`config.mk`:
```
export PLATFORM = sky130hd
export DESIGN_NAME = change_dispenser_flat
export DESIGN_NICKNAME = d
export VERILOG_FILES = /design/src/rtl/change_dispenser_pkg.sv /design/src/rtl/change_dispenser_if.sv /design/src/rtl/change_dispenser_fifo.sv /design/src/rtl/change_dispenser.sv /design/src/flat_wrapper.sv
export SDC_FILE = /design/constraint.sdc
export NUM_CORES = 1
export LEC_CHECK = 0
export CELL_PAD_IN_SITES_DETAIL_PLACEMENT = 1
export CELL_PAD_IN_SITES_GLOBAL_PLACEMENT = 1
export CORE_UTILIZATION = 42
export CTS_BUF_LIST = sky130_fd_sc_hd__clkbuf_8
export DETAILED_ROUTE_END_ITERATION = 12
export PLACE_DENSITY_LB_ADDON = 0.08
export SYNTH_ARGS = -nofsm -noshare
export SYNTH_HDL_FRONTEND = slang
export SYNTH_SLANG_ARGS = --single-unit
```
`constraint.sdc`:
```
create_clock -name clk_i -period 2.25 [get_ports clk_i]
set_input_delay 0.225 -clock clk_i [delete_from_list [all_inputs] [get_ports clk_i]]
set_output_delay 0.225 -clock clk_i [all_outputs]
set_load 0.01 [all_outputs]
```
`src/rtl/change_dispenser_pkg.sv`:
```
// vend_pkg: shared types and constants for the change dispenser.
package vend_pkg;
    localparam int CHANGE_W = 3;
    typedef logic [CHANGE_W-1:0] change_t;
    localparam change_t NICKEL = CHANGE_W'(1);
    localparam change_t DIME   = CHANGE_W'(2);
    localparam change_t MAX_CHANGE = CHANGE_W'(4);
    typedef enum logic [1:0] {IDLE, VEND, PAY, COIN} state_e;
endpackage

```
`src/rtl/change_dispenser_if.sv`:
```
// change_dispenser_if: vend request, hopper handshake and status signals of the dispenser.
interface change_dispenser_if;
    import vend_pkg::*;
    logic    soda_i;
    change_t change_i;
    logic    hopper_ready_i;
    logic    refill_i;
    logic    vend_o;
    logic    nickel_o;
    logic    dime_o;
    logic    busy_o;
    logic    overflow_o;
    logic    short_o;
    modport master (
        output soda_i, change_i, hopper_ready_i, refill_i,
        input  vend_o, nickel_o, dime_o, busy_o, overflow_o, short_o
    );
    modport slave (
        input  soda_i, change_i, hopper_ready_i, refill_i,
        output vend_o, nickel_o, dime_o, busy_o, overflow_o, short_o
    );
endinterface

```
`src/rtl/change_dispenser_fifo.sv`:
```
// req_fifo: circular queue of DEPTH pending change amounts with full/empty flags.
module req_fifo
    import vend_pkg::*;
#(
    parameter int DEPTH = 2
) (
    input  logic    clk_i,
    input  logic    reset_i,
    input  logic    push_i,
    input  logic    pop_i,
    input  change_t data_i,
    output change_t data_o,
    output logic    full_o,
    output logic    empty_o
);
    localparam int AW = DEPTH > 1 ? $clog2(DEPTH) : 1;
    localparam logic [AW-1:0] LAST = AW'(DEPTH - 1);
    change_t mem_q [DEPTH];
    logic [AW-1:0] rd_q, rd_d, wr_q, wr_d;
    logic [AW:0] cnt_q, cnt_d;
    always_comb begin
        rd_d  = pop_i ? (rd_q == LAST ? '0 : rd_q + 1'b1) : rd_q;
        wr_d  = push_i ? (wr_q == LAST ? '0 : wr_q + 1'b1) : wr_q;
        cnt_d = cnt_q + (AW+1)'(push_i) - (AW+1)'(pop_i);
    end
    always_ff @(posedge clk_i) begin
        if (reset_i) begin
            rd_q  <= '0;
            wr_q  <= '0;
            cnt_q <= '0;
        end else begin
            rd_q  <= rd_d;
            wr_q  <= wr_d;
            cnt_q <= cnt_d;
        end
    end
    // A write into the slot being read this cycle is safe: the read is combinational.
    always_ff @(posedge clk_i) begin
        if (push_i) mem_q[wr_q] <= data_i;
    end
    assign data_o  = mem_q[rd_q];
    assign full_o  = cnt_q == (AW+1)'(DEPTH);
    assign empty_o = cnt_q == '0;
endmodule

```
`src/rtl/change_dispenser.sv`:
```
// change_dispenser: queues vend requests, pulses the soda motor, then pays change coin by coin.
// Define INVENTORY_EN to track finite nickel/dime stock with refill and short-change reporting.
module change_dispenser
    import vend_pkg::*;
#(
    parameter int DEPTH        = 2,
    parameter int INIT_NICKELS = 8,
    parameter int INIT_DIMES   = 8
) (
    input logic clk_i,
    input logic reset_i,
    change_dispenser_if.slave bus
);
    state_e  state_q, state_d;
    change_t rem_q, rem_d, head, req;
    logic    dime_q, dime_d, ovf_q;
    logic    full, empty, push, pop, take;
    logic    have_dime, have_nickel, can_dime, no_coin;
    assign req      = bus.change_i > MAX_CHANGE ? '0 : bus.change_i;
    assign pop      = state_q == IDLE && !empty;
    assign push     = bus.soda_i && !reset_i && (!full || pop);
    assign take     = state_q == COIN && bus.hopper_ready_i;
    assign can_dime = rem_q >= DIME && have_dime;
    req_fifo #(.DEPTH(DEPTH)) u_fifo (
        .clk_i   (clk_i),
        .reset_i (reset_i),
        .push_i  (push),
        .pop_i   (pop),
        .data_i  (req),
        .data_o  (head),
        .full_o  (full),
        .empty_o (empty)
    );
`ifdef INVENTORY_EN
    logic [3:0] nickels_q, dimes_q;
    always_ff @(posedge clk_i) begin
        if (reset_i || bus.refill_i) begin
            nickels_q <= 4'(INIT_NICKELS);
            dimes_q   <= 4'(INIT_DIMES);
        end else if (take) begin
            if (dime_q && dimes_q != '0) dimes_q <= dimes_q - 1'b1;
            if (!dime_q && nickels_q != '0) nickels_q <= nickels_q - 1'b1;
        end
    end
    assign have_dime   = dimes_q != '0;
    assign have_nickel = nickels_q != '0;
    assign no_coin     = !can_dime && !have_nickel;
`else
    assign have_dime   = 1'b1;
    assign have_nickel = 1'b1;
    assign no_coin     = 1'b0;
`endif
    always_ff @(posedge clk_i) begin
        if (reset_i) begin
            state_q <= IDLE;
            rem_q   <= '0;
            dime_q  <= 1'b0;
            ovf_q   <= 1'b0;
        end else begin
            state_q <= state_d;
            rem_q   <= rem_d;
            dime_q  <= dime_d;
            ovf_q   <= bus.soda_i && full && !pop;
        end
    end
    always_comb begin
        state_d = state_q;
        rem_d   = rem_q;
        dime_d  = dime_q;
        case (state_q)
            IDLE: if (!empty) begin
                state_d = VEND;
                rem_d   = head;
            end
            VEND: state_d = PAY;
            PAY: if (rem_q == '0) begin
                state_d = IDLE;
            end else if (can_dime || have_nickel) begin
                state_d = COIN;
                dime_d  = can_dime;
            end else begin
                state_d = IDLE;
                rem_d   = '0;
            end
            COIN: if (take) begin
                state_d = PAY;
                rem_d   = rem_q - (dime_q ? DIME : NICKEL);
            end
        endcase
    end
    always_comb begin
        bus.vend_o     = state_q == VEND;
        bus.nickel_o   = state_q == COIN && !dime_q;
        bus.dime_o     = state_q == COIN && dime_q;
        bus.short_o    = state_q == PAY && rem_q != '0 && no_coin;
        bus.busy_o     = state_q != IDLE || !empty;
        bus.overflow_o = ovf_q;
    end
endmodule

```
`src/flat_wrapper.sv`:
```
// flat-port wrapper written by rule: the top's interface ports become plain ports
module change_dispenser_flat import vend_pkg::*;
#(
    parameter int DEPTH        = 2,
    parameter int INIT_NICKELS = 8,
    parameter int INIT_DIMES   = 8
)
  (clk_i, reset_i, bus_soda_i, bus_change_i, bus_hopper_ready_i, bus_refill_i, bus_vend_o, bus_nickel_o, bus_dime_o, bus_busy_o, bus_overflow_o, bus_short_o);
  change_dispenser_if bus_i ();
  input logic clk_i;
  input logic reset_i;
  input wire logic [$bits(bus_i.soda_i)-1:0] bus_soda_i;
  input wire logic [$bits(bus_i.change_i)-1:0] bus_change_i;
  input wire logic [$bits(bus_i.hopper_ready_i)-1:0] bus_hopper_ready_i;
  input wire logic [$bits(bus_i.refill_i)-1:0] bus_refill_i;
  output wire logic [$bits(bus_i.vend_o)-1:0] bus_vend_o;
  output wire logic [$bits(bus_i.nickel_o)-1:0] bus_nickel_o;
  output wire logic [$bits(bus_i.dime_o)-1:0] bus_dime_o;
  output wire logic [$bits(bus_i.busy_o)-1:0] bus_busy_o;
  output wire logic [$bits(bus_i.overflow_o)-1:0] bus_overflow_o;
  output wire logic [$bits(bus_i.short_o)-1:0] bus_short_o;
  assign bus_i.soda_i = bus_soda_i;
  assign bus_i.change_i = bus_change_i;
  assign bus_i.hopper_ready_i = bus_hopper_ready_i;
  assign bus_i.refill_i = bus_refill_i;
  assign bus_vend_o = bus_i.vend_o;
  assign bus_nickel_o = bus_i.nickel_o;
  assign bus_dime_o = bus_i.dime_o;
  assign bus_busy_o = bus_i.busy_o;
  assign bus_overflow_o = bus_i.overflow_o;
  assign bus_short_o = bus_i.short_o;
  change_dispenser #(.DEPTH(DEPTH), .INIT_NICKELS(INIT_NICKELS), .INIT_DIMES(INIT_DIMES)) u_core (.clk_i(clk_i), .reset_i(reset_i), .bus(bus_i));
endmodule
```
# Yosys cells after proc, flatten, opt, wreduce, memory -nomap -nowiden
# Memories as Yosys holds them, arrays and structs flattened. A register that Yosys moved wholly into a read port is not among the register bits.
# Index checks and enable logic that the tools add are counted.
classes:
  n_addsub: 5
  mul: 0
  n_div: 0
  n_lt_le_gt_ge: 2
  n_eq_ne: 6
  shift: 0
  mux: 15
  n_bitwise: 1
  reduce_logical: 23
ops:
  columns: ["op", "n"]
  rows:
  - ["2-to-1 mux 3 bit", 3]
  - ["logical AND 1 bit", 8]
  - ["2-to-1 mux 2 bit", 4]
  - ["one-hot mux 2 bit (4 select lines)", 1]
  - ["== test 2 bit, second input constant", 3]
  - ["2-to-1 mux 1 bit", 6]
  - ["one-hot mux 3 bit (2 select lines)", 1]
  - ["zero test 1 bit", 5]
  - ["zero test 2 bit", 2]
  - ["AND reduction 2 bit", 2]
  - ["nonzero test 2 bit", 2]
  - [">= comparator 3 x 2 -> 1 bit, second input constant", 1]
  - ["greater-than comparator 3 bit, second input constant", 1]
  - ["zero test 3 bit", 1]
  - ["AND reduction 3 bit", 1]
  - ["subtractor 3 bit", 1]
  - ["adder 1 bit, second input constant", 2]
  - ["adder 2 x 1 -> 2 bit", 1]
  - ["== test 2 x 1 -> 1 bit, second input constant", 1]
  - ["logical OR 1 bit", 2]
  - ["inequality test 2 x 1 -> 1 bit, second input constant", 1]
  - ["inequality test 2 bit, second input constant", 1]
  - ["subtractor 2 x 1 -> 2 bit", 1]
  - ["inverter 1 bit", 1]
totals:
  register_bits: 11
  latch_bits: 0
  ram_bits: 6
  mem_bits_ro: 0
  input_bits: 8
  output_inout_bits: 6
  word_cells: 60
  mem_count: 1
memory_table:
  columns: ["name", "words", "word_bits", "rd", "rd_ports_with_merged_regs", "wr", "line", "rtl"]
  rows:
  - ["u_core.u_fifo.mem_q", 2, 3, 1, 1, 1, "change_dispenser_fifo.sv:18", "change_t mem_q [DEPTH];"]

# Longest topological paths before layout
depth:
  ltp_word: 7
  depth_mapped: 10
  ltp_nobuf: 10

# Cells and area by module
# Synthesis repeated with hierarchy kept, for this count alone.
hier_totals:
  cells_unflattened: 89
  hier_area_um2: 883.3
by_module_without_submodules:
  columns: ["module", "n_inst", "cells_per_inst", "area_each_um2", "seq_area_each_um2"]
  rows:
  - ["change_dispenser", 1, 59, 452.9, 140.1]
  - ["req_fifo", 1, 30, 430.4, 280.3]

# Worst setup path before layout
# Ideal clock, no wire load.
synth_path:
  kind: "reg-to-reg"
  from: "reg u_core.state_q[0]"
  to: "reg u_core.u_fifo.cnt_q[1]"
  setup_time_ns: 0.132
  t_arrival_ns: 1.964
  required_ns: 2.118
  slack_ns: 0.155
  stages_incl_launch_ff: 11
  n_path_buf: 0
  period_less_slack_ns: 2.095
  cell_sequence: "dfxtp_1 inv_1 ha_1 or3b_2 nand3_1 ha_1 inv_1 ha_1 xor2_1 and2_1 nor3_1"
synth_between:
  elab_chain_cells: 6
synth_lines:
  columns: ["item", "line", "rtl"]
  rows:
  - ["from (decl)", "change_dispenser.sv:14", "state_e state_q, state_d;"]
  - ["from (signal assigned)", "change_dispenser.sv:60", "state_q <= state_d;"]
  - ["zero test 2 bit (*)", "change_dispenser.sv:20", "assign pop = state_q == IDLE && !empty;"]
  - ["logical AND 1 bit (*)", "change_dispenser.sv:20", null]
  - ["logical OR 1 bit", "change_dispenser.sv:21", "assign push = bus.soda_i && !reset_i && (!full || pop);"]
  - ["logical AND 1 bit", "change_dispenser.sv:21", null]
  - ["adder 2 x 1 -> 2 bit", "change_dispenser_fifo.sv:24", "cnt_d = cnt_q + (AW+1)'(push_i) - (AW+1)'(pop_i);"]
  - ["subtractor 2 x 1 -> 2 bit (*)", "change_dispenser_fifo.sv:24", null]
  - ["to (signal assigned)", "change_dispenser_fifo.sv:34", "cnt_q <= cnt_d;"]
  - ["to (decl)", "change_dispenser_fifo.sv:20", "logic [AW:0] cnt_q, cnt_d;"]
# Every way passes the cells marked *; elsewhere a longest branch is shown, timed or not.
# A chain may end at the register's enable or synchronous reset.

# Worst setup path after layout
# Ends and elaborated chain as after synthesis.

==> results.sh <==
export IMPL_outcome="complete, no violations"
export IMPL_grt_first_pass_wirelength_um=3160
export IMPL_hold_class="flip-flop to flip-flop"
export IMPL_yosysSeqAreaShare_pct=44.1
export IMPL_cts_buffers=3
export IMPL_reg2reg_depth=10
export IMPL_syn_num_nets=112
export IMPL_die_y_um=49.6
export IMPL_wire_per_inst_um=13.4
export IMPL_ir_drop_mv=0.685
export IMPL_core_area_um2=2040
export IMPL_hold_path_cell_count=2
export IMPL_async_flop_share_pct=0
export IMPL_yosys_area_share_simple_pct=18.5
export IMPL_n_antenna_cell=0
export IMPL_grt_max_degree=13
export IMPL_postPlaceCellArea_um2=1100
export IMPL_avgSynthCellArea_um2=9.93
export IMPL_preCtsSetupSlack_ps=126
export IMPL_syn_to_final_growth_pct=20.5
export IMPL_yosys_most_used_dff="dfxtp_1"
export IMPL_dr_pass1_iters=2
export IMPL_vias_per_cell=5.15
export IMPL_place_hpwl_um=1440
export IMPL_clkSinkCount=18
export IMPL_fin_crit_sh_pct=92.3
export IMPL_cts_tree="built"
export IMPL_synth_edf_count=6
export IMPL_place_congestion=0.748
export IMPL_yosys_cell_types_count=35
export IMPL_drv_cap=0
export IMPL_start_kind="flip-flop"
export IMPL_crit_type="flip-flop to flip-flop"
export IMPL_ys_ff_latch=18
export IMPL_grt_util_all_layers_pct=17.5
export IMPL_synth_compound_area_share_pct=13.0
export IMPL_final_antenna_net_count=0
export IMPL_ioPinCount=14
export IMPL_grt_overflow=0
export IMPL_finalSetupTns_ps=0
export IMPL_synthMuxAreaShare_pct=3.41
export IMPL_dieArea_um2=2460
export IMPL_cp_arrival_ps=2230
export IMPL_endpoint_kind="flip-flop"
export IMPL_fmax_ghz=0.481
export IMPL_clk_insertion_delay_late_ps=260
export IMPL_drc=0
export IMPL_cts_max_path_buffers=2
export IMPL_power_density_nw_per_um2=1120
export IMPL_layout_drive_gt1_share_pct=12.6
export IMPL_synth_top_cell_area_share_pct=25.2
export IMPL_slew_viol_final=0
export IMPL_syn_area_um2=953
export IMPL_timing_final_ws_setup_ps=173
export IMPL_postCtsSetupBuffers=0
export IMPL_worstPathRequired_ps=2400
export IMPL_yosys_area_top_type="dfxtp_1"
export IMPL_cts_hold_buffers=0
export IMPL_start_util_pct=46.7
export IMPL_fp_dieW_um=49.6
export IMPL_finClkSkew_ps=1.90
export IMPL_grt_pass1_vias=707
export IMPL_syn_inst=96
export IMPL_yosys_warnings=0
export IMPL_num_rows=16
export IMPL_drtIter0Drc=5
export IMPL_clk_pin_slew_ps=70
export IMPL_critPathMaxFanout=2
export IMPL_finalHoldViolCount=0
export IMPL_finish_utilization_pct=56.3
export IMPL_drt_wl_total_um=1850
export IMPL_cts_resized=0
export IMPL_synthAdderAreaFrac_pct=11.3
export IMPL_setup_viol=0
export IMPL_fin_total_pwr_w=0.00129
export IMPL_final_cell_area_um2=1150
export IMPL_fin_crit_ps=2080
export IMPL_htree_levels=1
export IMPL_leakagePower_nw=0.449
export IMPL_ys_top_cells_by_area="dfxtp_1, edfxtp_1, ha_1, inv_1, o311ai_0"
export IMPL_synthXorXnorAreaFrac_pct=1.84
export IMPL_route_vias_total=711
export IMPL_holdCritStartpoint="u_core.u_fifo.wr_q"
export IMPL_cts_root_buf="clkbuf_8"
export IMPL_timing_rr_start="u_core.state_q[0]"
export IMPL_fin_nets=128
export IMPL_startpoint="u_core.state_q[0]"
export IMPL_port_buffers=11
export IMPL_antenna_found_initial=0
export IMPL_synth_top_family_by_area="simple AND/OR/NAND/NOR gates"
==> sequential cells by signal, summed over array words and instances (netlist names), named ones only <==
name and cells:
u_core.u_fifo.rd_q 1, u_core.dime_q 1, u_core.state_q 2, u_core.rem_q 3, u_core.bus.overflow_o 1, u_core.u_fifo.mem_q 6
u_core.u_fifo.wr_q 1, u_core.u_fifo.cnt_q 2
==> synth_stat cells, types with 3 or more instances <==
cell type,count
inv_1,13
dfxtp_1,12
ha_1,7
edfxtp_1,6
nand2_1,5
nor2_1,5
o21ai_0,5
a21oi_1,4
nor2b_1,4
nor3_1,3
o311ai_0,3
==> where the power goes <==
group          leakage, nW  internal (W)  switching, W
logic                0.271      0.000296      0.000268
registers            0.155      0.000418     0.0000763
clock network       0.0231      0.000121      0.000110
==> cell usage in the layout, fill, tap and decap left out, types with 2 or more instances in the layout <==
master / synthesis / routed
edfxtp_1: 6 / 6
ha_1: 7 / 7
buf_4: 1 / 3
nand2b_1: 2 / 2
a21oi_1: 4 / 4
o311ai_0: 3 / 3
clkdlybuf4s50_1: 0 / 11
nor3b_1: 2 / 2
nor2_1: 5 / 5
nor3_1: 3 / 3
nor2b_1: 4 / 4
inv_1: 13 / 13
nand2_1: 5 / 5
o21ai_0: 5 / 5
dfxtp_1: 12 / 11
mux2_2: 2 / 2
clkbuf_8: 0 / 3
o21ai_1: 2 / 2
and2_1: 2 / 2
==> metrics by stage <==
stage / hold WS, ps / instances
5_1_grt: 537 / 138
6_report: 497 / 138
3_5_place_dp: 494 / 134
4_1_cts: 504 / 138
3_3_place_gp: 476 / 134
2_1_floorplan: 382 / 96
==> path summary, 6_finish.rpt <==
| path | to | slack (ps) |
|---|---|---|
| worst max-delay path | u_core.u_fifo.cnt_q[1] | 170 |
| worst min-delay path | u_core.u_fifo.wr_q | 500 |
| worst max register to register | u_core.u_fifo.cnt_q[1] | 170 |
| worst min register to register | u_core.u_fifo.wr_q | 500 |
==> final cells by class <==
| type | instances | area (um^2) |
|---|---|---|
| clock buffer | 3 | 41.3 |
| clock inverter | 1 | 3.75 |
| fill | 234 | 893 |
| inverter | 13 | 48.8 |
| multi-input combinational | 62 | 467 |
| sequential | 18 | 422 |
| tap | 27 | 33.8 |
| timing repair buffer | 14 | 133 |
==> logic make-up after synthesis <==
group | after synthesis
compound gates | 19
fa+ha+maj | 8
mux | 3
xor+xnor | 2
buf+inv | 16
other cells | 1
flops | 18
simple gates | 29
==> worst max-delay path: stages, from the launching register on <==
cell     delay (ps)
dfxtp_1         330
inv_1            70
ha_1            210
or3b_2          480
nand3_2         110
ha_1            230
inv_1            50
ha_1            140
xor2_1          160
and2_1          140
nor3_1           40
==> routing by layer <==
metal  global-route usage (%)  part of all wire [%]  up-vias  wire [um]
li1                         -                     -      357          -
met1                     19.7                    43      337        786
met2                     30.9                    52       12        970
met3                     3.70                   2.8        5         52
met4                     8.57                   2.1        0         38
met5                        0                     0        -          0
Power figures use the tool's default switching activity.
